==> src/rtl/demux_router.sv <==
// 1-to-4 valid/ready demultiplexer with a one-word holding register per channel.
// Optional per-channel delivery counters are built when DEMUX_STATS_EN is defined.
module demux_router #(
  parameter int WIDTH = 8
) (
  input  logic             clk,
  input  logic             reset,
  input  logic             in_valid,
  output logic             in_ready,
  input  logic             address0,
  input  logic             address1,
  input  logic [WIDTH-1:0] in_data,
  output logic [3:0]       out_valid,
  input  logic [3:0]       out_ready,
  output logic [WIDTH-1:0] out0,
  output logic [WIDTH-1:0] out1,
  output logic [WIDTH-1:0] out2,
  output logic [WIDTH-1:0] out3
`ifdef DEMUX_STATS_EN
  ,
  output logic [7:0]       stat0,
  output logic [7:0]       stat1,
  output logic [7:0]       stat2,
  output logic [7:0]       stat3
`endif
);

  localparam logic EMPTY = 1'b0;
  localparam logic FULL  = 1'b1;

  logic [3:0]            state_q, state_d;
  logic [3:0][WIDTH-1:0] buf_q, buf_d;
  logic [1:0]            sel;
  logic                  accept;
  logic [3:0]            drain;
  logic [3:0]            load;

  // A full channel can still take a word when its consumer drains it on the same edge.
  always_comb begin
    sel      = {address1, address0};
    in_ready = (state_q[sel] == EMPTY) | out_ready[sel];
    accept   = in_valid & in_ready;
    load     = 4'b0000;
    if (accept) load[sel] = 1'b1;
    drain    = 4'b0000;
    state_d  = state_q;
    buf_d    = buf_q;
    for (int i = 0; i < 4; i++) begin
      drain[i] = (state_q[i] == FULL) & out_ready[i];
      if (load[i]) begin
        state_d[i] = FULL;
        buf_d[i]   = in_data;
      end else if (drain[i]) begin
        state_d[i] = EMPTY;
      end
    end
  end

  always_ff @(posedge clk) begin
    if (reset) begin
      state_q <= {4{EMPTY}};
      buf_q   <= '0;
    end else begin
      state_q <= state_d;
      buf_q   <= buf_d;
    end
  end

  assign out_valid = state_q;
  assign out0      = buf_q[0];
  assign out1      = buf_q[1];
  assign out2      = buf_q[2];
  assign out3      = buf_q[3];

`ifdef DEMUX_STATS_EN
  logic [3:0][7:0] stat_q, stat_d;

  function automatic logic [7:0] sat_inc(input logic [7:0] v);
    return (v == 8'hFF) ? v : v + 8'd1;
  endfunction

  always_comb begin
    stat_d = stat_q;
    for (int i = 0; i < 4; i++) begin
      if (drain[i]) stat_d[i] = sat_inc(stat_q[i]);
    end
  end

  always_ff @(posedge clk) begin
    if (reset) stat_q <= '0;
    else       stat_q <= stat_d;
  end

  assign stat0 = stat_q[0];
  assign stat1 = stat_q[1];
  assign stat2 = stat_q[2];
  assign stat3 = stat_q[3];
`endif

endmodule
==> config.mk <==
export PLATFORM = sky130hd
export DESIGN_NAME = demux_router
export DESIGN_NICKNAME = d
export VERILOG_FILES = /design/src/rtl/demux_router.sv
export SDC_FILE = /design/constraint.sdc
export NUM_CORES = 1
export LEC_CHECK = 0
export ABC_AREA = 1
export ABC_CLOCK_PERIOD_IN_PS = 1350
export CAP_MARGIN = 25
export CORE_ASPECT_RATIO = 2
export CORE_MARGIN = 5
export CORE_UTILIZATION = 25
export DETAILED_ROUTE_END_ITERATION = 12
export PLACE_DENSITY = 0.57
export SLEW_MARGIN = 40
export SYNTH_ARGS = -nofsm -noshare
export SYNTH_HDL_FRONTEND = slang
export SYNTH_SLANG_ARGS = --single-unit
==> constraint.sdc <==
create_clock -name clk -period 1.35 [get_ports clk]
set_clock_uncertainty 0.05 [all_clocks]
set_input_delay 0.135 -clock clk [delete_from_list [all_inputs] [get_ports clk]]
set_output_delay 0.135 -clock clk [all_outputs]
set_load 0.01 [all_outputs]
==> metrics.md, run 1 <==
| Metric | Value |
|---|---|
| Top Family by Delay on Critical Path | `simple AND/OR/NAND/NOR gates` |
| Comb pwr share | `20.0%` |
| Synth Warn # | `0` |
| Startpoint types | `flop` |
| Hold_buf cts | `0` |
| Slowest-stage cell, CP | `dfxtp_2` |
| Root buf cell | `clkbuf_16` |
| # clock sinks | `36` |
| H-tree levels | `2` |
| Synth cell types | `20` |
| TritonCTS Buffers | `5` |
| Die W | `just over 70 µm` |
| Multi-input logic area | `just over 900 µm²` |
| Grt met3 use | `2.626%` |
| Register Area | `724.4 µm²` |
| Dpl cells | `442` |
| Clk pwr share | `around two fifths` |
| Syn-to-layout area delta | `56.53%` |
| Share of the synthesized area in the top cell type | `37.60%` |
| Io pins | `54` |
| Seq pwr share | `39.5%` |
| Starting Density | `25.41%` |
| Vias | `1,935` |
| Worst path bufs/invs | `2` |
| Synth area leaders | `dfxtp_1 38%, nand2_1 15%, inv_1 15%, nand4_1 10%, nor2_1 6.3%` |
| Die area | `roughly 9600 µm²` |
| Hold_sp | `out_ready[0]` |
| Register area share after synthesis | `37.60%` |
| DRT iter0 DRCs | `60` |
| Initial antenna violation count | `0` |
| Fin. Hold Viols | `0` |
| Cell repeated most along the worst path | `nand2_1` |
| Hold Crit Class | `in -> reg` |
| Reg2reg setup slack | `-8 ps` |
| Crit share post-route | `100.6%` |
| Cell Rows | `45` |
| Fmax | `736.1 MHz` |
| Sw Share | `27.19%` |
| CP max FO | `7` |
| Hold Path Sink | `out_valid[0]$_SDFFE_PP0P_` |
| Nets | `381` |
| Hold Path Cell Cnt | `4` |
| Initial DRT Pass Iterations | `4` |
| Ant diodes | `0` |
| Final setup fails | `1` |
| Post-synth ARST share | `0%` |
| Crit-path cells | `nand2_1 -> nand2_1 -> nand2_1 -> nand2_2 -> nand2_8 -> buf_16 -> nand3_2 -> nand2_1 -> inv_1 -> nor2_1` |
| Syn Area/Cell | `6.633 µm²` |
| Minimum clock period | `1358 ps` |
| Buffers on Ports | `53` |
| Synth Register Bits | `36` |
| CORE AREA | `~7500 µm²` |
| R2R cell count | `10` |
| First-pass GRT wire length | `9356 µm` |
| Syn Inst Count | `slightly below 300` |
| Reg clk slew, reported paths | `50 ps` |
| Busiest grt layer | `met2` |
| Post-synth EDFFs | `0` |
| GRT Overall Usage | `12.78%` |
| RePlAce Congestion | `0.7440` |
| Crit. End Element | `flop` |
| Worst vdd ir | `around 0.54 mV` |
| Status | `complete, but fails checks` |
| Vias per inst | `around 4.2` |
| CP max stage delay | `320 ps` |
| Share of post-route cells with drive strength above 1 | `a little over a fifth` |
| WL/cell | `12.62 µm` |
| Critical path arrival | `1520 ps` |
| Worst r2r src | `out_valid[2]$_SDFFE_PP0P_` |
| Slew of the pin with the lowest slew margin | `241.2 ps` |
| Pin count of the biggest net entering global routing | `40` |
| Ys flop type | `dfxtp_1` |
| Power per standard cell area | `between 900 and 1000 nW/µm²` |
| Worst path required time | `~1500 ps` |
| Slack of the critical path | `-8.469 ps` |
| RSZ-0062 raised after global routing | `yes` |
| Yosys top cell by area | `dfxtp_1` |
| Max-cap violations | `0` |
| DRT antenna net count | `0` |
| Mapped Area | `~1900 µm²` |
| Fillers | `~800` |
| P_sw | `791.6 µW` |
| DP Area | `roughly 2700 µm²` |
| Met2 Track Usage GR | `23.92%` |
| CTS tree | `done` |
| Final Max Tran Viols | `0` |
| Most numerous cell in the Yosys netlist | `nand2_1` |
| Failing checks | `setup timing` |
| Grt ovf | `0` |
| GR Layer Usage met1 | `12.13%` |
| Final Instance Area | `3000 µm²` |
| Overall routed net length | `5791 µm` |
| Mapped Nets | `306` |
| Non-Filler Instances | `459` |
| Longest Clk Path Bufs | `2` |
| # DRC | `0` |
| Insertion delay to the later sink of the worst-skew pair | `290 ps` |
| Internal | `between 2 and 2.5 mW` |
| Vias in the first global route | `1,904` |
| Slew margin rel. | `around 84%` |
| Synth cell count leaders | `78 x nand2_1, 77 x inv_1, 36 x dfxtp_1, 32 x nand4_1, 32 x nor2_1` |
| Die Span Y | `133.8 µm` |
| Critical path class | `reg -> reg` |
| Leakage | `1.615 nW` |
| HPWL after detailed placement | `4087 µm` |
| Worst reg2reg endpoint | `out0[1]$_SDFFE_PP0P_` |
==> worst reg2reg max path, cell delays in order, from the launching register on <==
cell and delay [ps]:
dfxtp_2 320, nand2_1 60, nand2_1 40, nand2_1 60
nand2_2 90, nand2_8 130, buf_16 150, nand3_2 120
nand2_1 100, inv_1 40, nor2_1 130
==> registers in the layout (all words and copies together), names as in the netlist <==
register,flops
out0,8
out1,8
out2,8
out3,8
out_valid,4
==> layout by cell type, fill, tap and decap left out, types with 2 or more instances in the layout <==
cell	count
dlygate4sd2_1	37
nor2_2	9
nand2_1	69
inv_1	71
nand3_4	6
buf_12	5
nand3_2	4
dfxtp_1	33
dlymetal6s2s_1	4
nand2_2	12
nand4_1	32
buf_16	3
clkbuf_16	5
dfxtp_2	3
buf_4	12
clkdlybuf4s50_1	11
a21oi_1	4
inv_2	7
nor2_1	25
buf_6	2
==> power groups by stage <==
stage          combinational [mW]  clock (mW)  sequential (mW)
2_1_floorplan               0.269           0             1.20
3_3_place_gp                0.557           0             1.18
3_5_place_dp                0.561           0             1.18
4_1_cts                     0.571        1.22             1.15
5_1_grt                     0.644        1.25             1.16
6_report                    0.584        1.18             1.15
==> worst max-delay path by stage <==
stage | from | cells after the start | slack [ps] | to
final | out_valid[2]$_SDFFE_PP0P_ | 10 | -8 | out0[1]$_SDFFE_PP0P_
after CTS | out2[0]$_SDFFE_PP0P_ | 1 | 4 | out2[0]
after global placement | address0 | 9 | -570 | in_ready
after floorplan | address1 | 10 | 160 | out3[0]$_SDFFE_PP0P_
after global routing | out_valid[2]$_SDFFE_PP0P_ | 10 | -100 | out0[1]$_SDFFE_PP0P_
after detailed placement | address0 | 9 | -580 | in_ready
==> area by class of cell <==
cell class | instances | area share, %
inverter | 80 | 10.09
multi-input combinational | 165 | 30.19
clock buffer | 7 | 4.754
clock inverter | 1 | 0.2502
tap | 94 | 3.920
sequential | 36 | 24.15
timing repair buffer | 76 | 26.65
==> kinds of logic after synthesis <==
| kind of cell | Yosys count | synth area share, % |
|---|---|---|
| compound gates | 4 | 1.044 |
| buf+inv | 92 | 20.37 |
| flops | 36 | 37.60 |
| simple gates | 157 | 40.99 |
==> metrics by stage <==
| stage | total power [mW] | utilization [%] | hold slack (ps) | setup TNS (ps) | worst slack, ps |
|---|---|---|---|---|---|
| floorplan | 1.466 | - | 154.1 | 0 | 157.9 |
| global route | 3.052 | 39.77 | 253.8 | -670.2 | -102.1 |
| global placement | 1.733 | 35.46 | 446.9 | -17710 | -574.7 |
| finish | 2.912 | 39.77 | 233.6 | -8.469 | -8.469 |
| CTS | 2.941 | 39.02 | 240.8 | 0 | 4.251 |
| detailed placement | 1.737 | 35.46 | 451.6 | -18410 | -575.5 |
==> layer usage <==
| layer | routed length [µm] | part of all wire, % |
|---|---|---|
| met2 | 3299 | 57 |
| met5 | 0 | 0 |
| met3 | 321 | 5.5 |
| met1 | 1901 | 33 |
| met4 | 268 | 4.6 |
==> timing repair <==
item | CTS | global route
buffers inserted | 2 | 1
gates resized for setup | 51 | 30
cloned | 6 | 1
hold endpoints to repair | 0 | 0
endpoints found under the setup margin | 69 | 34
pin swaps | 7 | 19
(Power assumes the default switching activity.)
==> run 2, diff against run 1 <==
--- a/config.mk
+++ b/config.mk
@@ -5,14 +5,13 @@
 export SDC_FILE = /design/constraint.sdc
 export NUM_CORES = 1
 export LEC_CHECK = 0
-export ABC_AREA = 1
 export ABC_CLOCK_PERIOD_IN_PS = 1350
 export CAP_MARGIN = 25
 export CORE_ASPECT_RATIO = 2
 export CORE_MARGIN = 5
 export CORE_UTILIZATION = 25
 export DETAILED_ROUTE_END_ITERATION = 12
-export PLACE_DENSITY = 0.57
+export PLACE_DENSITY = 0.6
 export SLEW_MARGIN = 40
 export SYNTH_ARGS = -nofsm -noshare
 export SYNTH_HDL_FRONTEND = slang
==> run 2 against run 1 <==
Net effect:
- the run still ends with setup timing left
- combinational power shrank 45%
- count of clock-buffer cells in the layout unchanged
- highest routed layer unchanged
- clock power grew 18%
- sequential share of layout area is 4.9 points higher
- critical path depth shrank 6
- core utilization grew 4.2 points
- final cell count decreased by 41%
- flip-flop and latch count did not move
- design area is 16% lower
- first-iteration DRC count is 60% lower
- sequential power about the same
- power fell by 2.8%
==> metrics.md, run 2 <==
| Metric | Value |
|---|---|
| Status | `complete, but fails checks` |
| Failing checks | `setup timing` |
| DRT antenna net count | `0` |
| Synth area leaders | `dfxtp_1 49%, mux2i_1 22%, nand2b_1 19%, mux4_1 1.8%, a21oi_1 1.4%` |
| Mapped Area | `about 1500 µm²` |
| Nets | `about 220` |
| TritonCTS Buffers | `5` |
| RePlAce Congestion | `0.7146` |
| Most frequent cells in the layout | `42 x nand2b_1, 32 x mux2i_1, 32 x dfxtp_1` |
| Setup TNS | `-119.0 ps` |
| First-pass GRT wire length | `6141 µm` |
| Multi-input logic area | `approximately 750 µm²` |
| Mapped Nets | `150` |
| Syn Inst Count | `133` |
| Syn Area/Cell | `10.99 µm²` |
| Most numerous cell in the Yosys netlist | `nand2b_1` |
| Reg clk slew, reported paths | `50 ps` |
| Fmax | `between 600 and 700 MHz` |
| Slack of the critical path | `-119.0 ps` |
| Yosys top cell by area | `dfxtp_1` |
| Share of post-route cells with drive strength above 1 | `21.15%` |
| Ys flop type | `dfxtp_1` |
| Vias | `1,173` |
| CORE AREA | `5709 µm²` |
| Vias per inst | `4.361` |
| Ant diodes | `0` |
| Post-synth EDFFs | `0` |
| Register Area | `728.2 µm²` |
| Buffers on Ports | `53` |
| Longest Clk Path Bufs | `2` |
| Initial antenna violation count | `0` |
| Die W | `64.06 µm` |
| Synth cell types | `14` |
| Post-synth ARST share | `0%` |
| RSZ-0062 raised after global routing | `yes` |
| Max-cap violations | `0` |
| Slew of the pin with the lowest slew margin | `214.1 ps` |
| WL/cell | `between 10 and 15 µm` |
| Synth Register Bits | `36` |
| Root buf cell | `clkbuf_16` |
| Grt ovf | `0` |
| Startpoint types | `input port` |
| Register area share after synthesis | `49.32%` |
| DRT iter0 DRCs | `24` |
| CP max FO | `2` |
| Crit. End Element | `primary output` |
| Fillers | `571` |
| CTS tree | `done` |
| # clock sinks | `36` |
| Pin count of the biggest net entering global routing | `22` |
| Cell Rows | `39` |
| GRT Overall Usage | `10.62%` |
| Overall routed net length | `3968 µm` |
| Crit share post-route | `108.8%` |
| Hold_buf cts | `0` |
| Slew margin rel. | `85.73%` |
| Share of the synthesized area in the top cell type | `49.32%` |
| Hold Crit Class | `in -> reg` |
| Vias in the first global route | `1,214` |
| Non-Filler Instances | `roughly 270` |
| Io pins | `54` |
| Initial DRT Pass Iterations | `4` |
| Insertion delay to the later sink of the worst-skew pair | `270 ps` |
| Slowest-stage cell, CP | `mux4_2` |
| Top Family by Delay on Critical Path | `buffers and inverters` |
| Most common cell after layout, fill and taps aside | `nand2b_1` |
| Worst path required time | `1160 ps` |
| Worst vdd ir | `0.9859 mV` |
| Worst path bufs/invs | `2` |
| H-tree levels | `2` |
| CP max stage delay | `460 ps` |
| Crit-path cells | `clkdlybuf4s50_1 -> nand2b_1 -> mux4_2 -> buf_6` |
| Final setup fails | `1` |
| Die Span Y | `118.1 µm` |
| Syn-to-layout area delta | `71.83%` |
| Dpl cells | `260` |
| Die area | `7567 µm²` |
| # DRC | `0` |
| Critical path class | `in -> out` |
| Final Max Tran Viols | `0` |
| Synth Warn # | `0` |
| Fin. Hold Viols | `0` |
| Leakage | `1.514 nW` |
| HPWL after detailed placement | `3068 µm` |
| Minimum clock period | `around 1500 ps` |
| Synth cell count leaders | `45 x nand2b_1, 36 x dfxtp_1, 32 x mux2i_1, 4 x a21oi_1, 4 x clkbuf_1` |
| Power per standard cell area | `roughly 1100 nW/µm²` |
| Starting Density | `about 26%` |
| Core Util, Final | `43.98%` |
| Critical path arrival | `1280 ps` |
[run 2: cell count changes after synthesis, sizes merged, moves of 2 or more]
cell / before / now
buf: 9 / 4
inv: 79 / 0
mux2i: 0 / 32
nand2: 82 / 0
nand2b: 0 / 45
nand3: 7 / 0
nand4: 32 / 1
nand4b: 0 / 2
nor2: 36 / 0
[run 2: metrics by stage]
stage / hold slack, ps / area [µm²] / power, mW / setup WS [ps]
after CTS: 319.7 / 2414 / 2.882 / -135.9
after global routing: 356.3 / 2511 / 2.959 / -145.4
final: 326.0 / 2511 / 2.832 / -119.0
after detailed placement: 413.8 / 2210 / 1.472 / -531.9
after floorplan: 279.5 / 1461 / 1.271 / 124.4
after global placement: 408.6 / 2210 / 1.469 / -504.7
[run 2: area by class of cell]
| cell class | count | share of cell area, % |
|---|---|---|
| flip-flops and latches | 36 | 29.00 |
| repair buffers | 75 | 30.99 |
| well taps | 61 | 3.039 |
| multi-input cells | 89 | 29.70 |
| clock buffers | 7 | 6.079 |
| clock inverters | 1 | 1.196 |
[run 2: routing by layer]
metal / GRT usage, % / up-vias / wire (µm)
met2: 19.96 / 28 / 2296
met1: 10.20 / 542 / 1411
met3: 2.388 / 6 / 176
met4: 5.462 / 0 / 83
met5: 0 / - / 0
li1: - / 597 / -
[run 2: repair_timing]
action / CTS / global route
gates resized for setup: 25 / 33
pin swaps: 0 / 2
endpoints found under the setup margin: 18 / 37
setup buffers: 1 / 0
[run 2: tightest hold or removal path, stage by stage]
cell and delay (ps):
dlymetal6s2s_1 100, nand2b_4 130, buf_4 90, buf_4 110
a21oi_1 50
[run 2: logic make-up (layout without fill, tap and decap cells)]
group	Yosys count	count (layout)	share of synthesized area (%)
simple gates	52	52	22.77
flops	36	36	49.31
mux	33	33	23.72
buf+inv	8	83	2.825
compound gates	4	4	1.370
[run 2: worst paths after layout]
kind | slack (ps) | startpoint | end | cells after the start
worst max-delay path | -120 | out_ready[1] | in_ready | 4
worst min register to register | 420 | out0[6]$_SDFFE_PP0P_ | out0[6]$_SDFFE_PP0P_ | 2
worst min-delay path | 330 | out_ready[3] | out_valid[3]$_SDFFE_PP0P_ | 5
worst max register to register | 20 | out_valid[0]$_SDFFE_PP0P_ | out0[2]$_SDFFE_PP0P_ | 4
[run 2: report_power, final]
| part | total (mW) | internal [mW] | leakage, nW | switching [mW] |
|---|---|---|---|---|
| combinational | 0.321 | 0.193 | 1.13 | 0.128 |
| sequential | 1.12 | 1.10 | 0.295 | 0.0204 |
| clock | 1.39 | 0.971 | 0.0901 | 0.418 |
==> run 3, diff against run 2 <==
--- a/config.mk
+++ b/config.mk
@@ -7,11 +7,13 @@
 export LEC_CHECK = 0
 export ABC_CLOCK_PERIOD_IN_PS = 1350
 export CAP_MARGIN = 25
+export CELL_PAD_IN_SITES_DETAIL_PLACEMENT = 1
+export CELL_PAD_IN_SITES_GLOBAL_PLACEMENT = 1
 export CORE_ASPECT_RATIO = 2
 export CORE_MARGIN = 5
 export CORE_UTILIZATION = 25
 export DETAILED_ROUTE_END_ITERATION = 12
-export PLACE_DENSITY = 0.6
+export PLACE_DENSITY = 0.72
 export SLEW_MARGIN = 40
 export SYNTH_ARGS = -nofsm -noshare
 export SYNTH_HDL_FRONTEND = slang
==> run 3 against run 2 <==
Net effect:
- the flow still finishes with violations (setup timing)
- flip-flop and latch count is the same
- combinational power is essentially flat
- clock power shrank 17%
- sequential share of layout area grew 0.56 points
- final cell count shrank 0.37%
- non-clock buffer count shrank 1
- worst hold slack gained 5.4 ps
- design area shrank 1.9%
- setup slack gained 1.3 ps
==> metrics.md, run 3 (synthesis gave the netlist of run 2 again) <==
| Metric | Value |
|---|---|
| P_sw | `568.9 µW` |
| First-pass GRT wire length | `approximately 6600 µm` |
| Comb pwr share | `12.3%` |
| Io pins | `54` |
| Final setup fails | `1` |
| Dpl cells | `260` |
| Status | `complete, but fails checks` |
| CTS tree | `done` |
| Most common cell after layout, fill and taps aside | `nand2b_1` |
| Vias | `1,200` |
| Crit-path cells | `nand2b_4 -> mux4_2 -> buf_6` |
| Hold_buf cts | `0` |
| Longest Clk Path Bufs | `2` |
| Syn-to-layout area delta | `68.58%` |
| Minimum clock period | `1468 ps` |
| Seq pwr share | `roughly 43%` |
| Core Util, Final | `43.15%` |
| Initial DRT Pass Iterations | `4` |
| Buffers on Ports | `53` |
| Fillers | `approximately 620` |
| Fin. Hold Viols | `0` |
| Hold Path Cell Cnt | `4` |
| Reg clk slew, reported paths | `60 ps` |
| Setup bufs post-CTS | `0` |
| Max-cap violations | `0` |
| Fmax | `between 600 and 700 MHz` |
| RSZ-0062 raised after global routing | `yes` |
| Clk pwr share | `between 40% and 50%` |
| WL/cell | `15.62 µm` |
| Ant diodes | `0` |
| Slowest-stage cell, CP | `mux4_2` |
| Grt ovf | `0` |
| Cell Rows | `39` |
| Crit. End Element | `primary output` |
| Share of post-route cells with drive strength above 1 | `20.29%` |
| Slack of the critical path | `-117.7 ps` |
| Insertion delay to the later sink of the worst-skew pair | `270 ps` |
| HPWL after detailed placement | `3212 µm` |
| Die W | `64.06 µm` |
| CP max stage delay | `roughly 460 ps` |
| DRT antenna net count | `0` |
| Pre-CTS WS | `-550.2 ps` |
| Pin count of the biggest net entering global routing | `23` |
| # DRC | `0` |
| Most frequent cells in the layout | `41 x nand2b_1, 32 x mux2i_1, 32 x dfxtp_1` |
| Die Span Y | `roughly 120 µm` |
| Root buf cell | `clkbuf_16` |
| GRT Overall Usage | `11.43%` |
| H-tree levels | `2` |
| Initial antenna violation count | `0` |
| Hold WS | `between 300 and 400 ps` |
| CP max FO | `2` |
| Vias in the first global route | `1,312` |
| Power Total | `between 2 and 3 mW` |
| DRT iter0 DRCs | `39` |
| Slew margin rel. | `85.99%` |
| Failing checks | `setup timing` |
| Reg2reg setup slack | `20 ps` |
| Vias per inst | `4.478` |
| # clock sinks | `36` |
| Hold Crit Class | `in -> reg` |
| Startpoint types | `flop` |
| Worst path required time | `1160 ps` |
| Nets | `223` |
| Critical path arrival | `1280 ps` |
| Critical path class | `reg -> out` |
| Slew of the pin with the lowest slew margin | `209.1 ps` |
| Power per standard cell area | `1053 nW/µm²` |
| R2R cell count | `4` |
| Leakage | `1.459 nW` |
| Die area | `approximately 7600 µm²` |
| Starting Density | `25.60%` |
| TritonCTS Buffers | `5` |
| Worst vdd ir | `between 0.6 and 0.7 mV` |
| Internal | `2.026 mW` |
| Final Max Tran Viols | `0` |
| Sw Share | `21.92%` |
| Overall routed net length | `4185 µm` |
| CORE AREA | `5709 µm²` |
| Non-Filler Instances | `268` |
| RePlAce Congestion | `0.6954` |
| Crit share post-route | `108.7%` |
==> run 3: changes by cell type in the layout (fill, tap and decap cells not counted), sizes merged <==
cell           before  now
buf                23   22
dlygate4sd2        11   19
clkinvlp            0    1
dlymetal6s2s       25   20
clkdlybuf4s50      16   13
bufinv              1    0
==> run 3: path summary, 6_finish.rpt <==
check,start,end
worst min-delay path,out_ready[2],out_valid[2]$_SDFFE_PP0P_
worst max-delay path,out_valid[0]$_SDFFE_PP0P_,in_ready
worst min register to register,out0[7]$_SDFFE_PP0P_,out0[7]$_SDFFE_PP0P_
worst max register to register,out_valid[0]$_SDFFE_PP0P_,out0[4]$_SDFFE_PP0P_
==> run 3: power groups by stage <==
stage / clock network (mW) / registers [mW] / logic [mW]
floorplan: 0 / 1.16 / 0.111
global placement: 0 / 1.14 / 0.331
detailed placement: 0 / 1.15 / 0.336
CTS: 1.20 / 1.12 / 0.333
global route: 1.23 / 1.13 / 0.344
finish: 1.15 / 1.12 / 0.319
==> run 3: repair_timing <==
item	in CTS	in global routing
pin swaps	1	2
endpoints found under the setup margin	24	29
gates resized for setup	38	20
==> run 3: final cells by class <==
type / count / area (µm²) / share of cell area [%]
sequential: 36 / 728.2 / 29.56
multi-input combinational: 89 / 743.2 / 30.17
clock inverter: 1 / 7.507 / 0.3047
tap: 61 / 76.32 / 3.098
timing repair buffer: 74 / 765.7 / 31.08
clock buffer: 7 / 142.6 / 5.790
==> run 3: metrics by stage <==
stage / TNS [ps] / cell area, µm²
6_report: -117.7 / 2464
3_5_place_dp: -6847 / 2235
2_1_floorplan: 0 / 1461
5_1_grt: -203.0 / 2464
3_3_place_gp: -6049 / 2235
4_1_cts: -156.5 / 2414
==> run 3: critical path, delay by kind of cell (launching register included) <==
kind / cells / cell delay, ps
AND/OR/NAND/NOR: 1 / 50
multiplexers: 1 / 460
flip-flops: 1 / 350
buffers and inverters: 1 / 140
==> run 3: routing by layer <==
layer | vias to the layer above | wire length, µm | GRT usage, % | share of wire (%)
met3 | 4 | 158 | 2.101 | 3.8
met5 | - | 0 | 0 | 0
met2 | 28 | 2513 | 22.29 | 60
met4 | 0 | 70 | 5.072 | 1.7
met1 | 581 | 1442 | 10.86 | 34
li1 | 587 | - | - | -
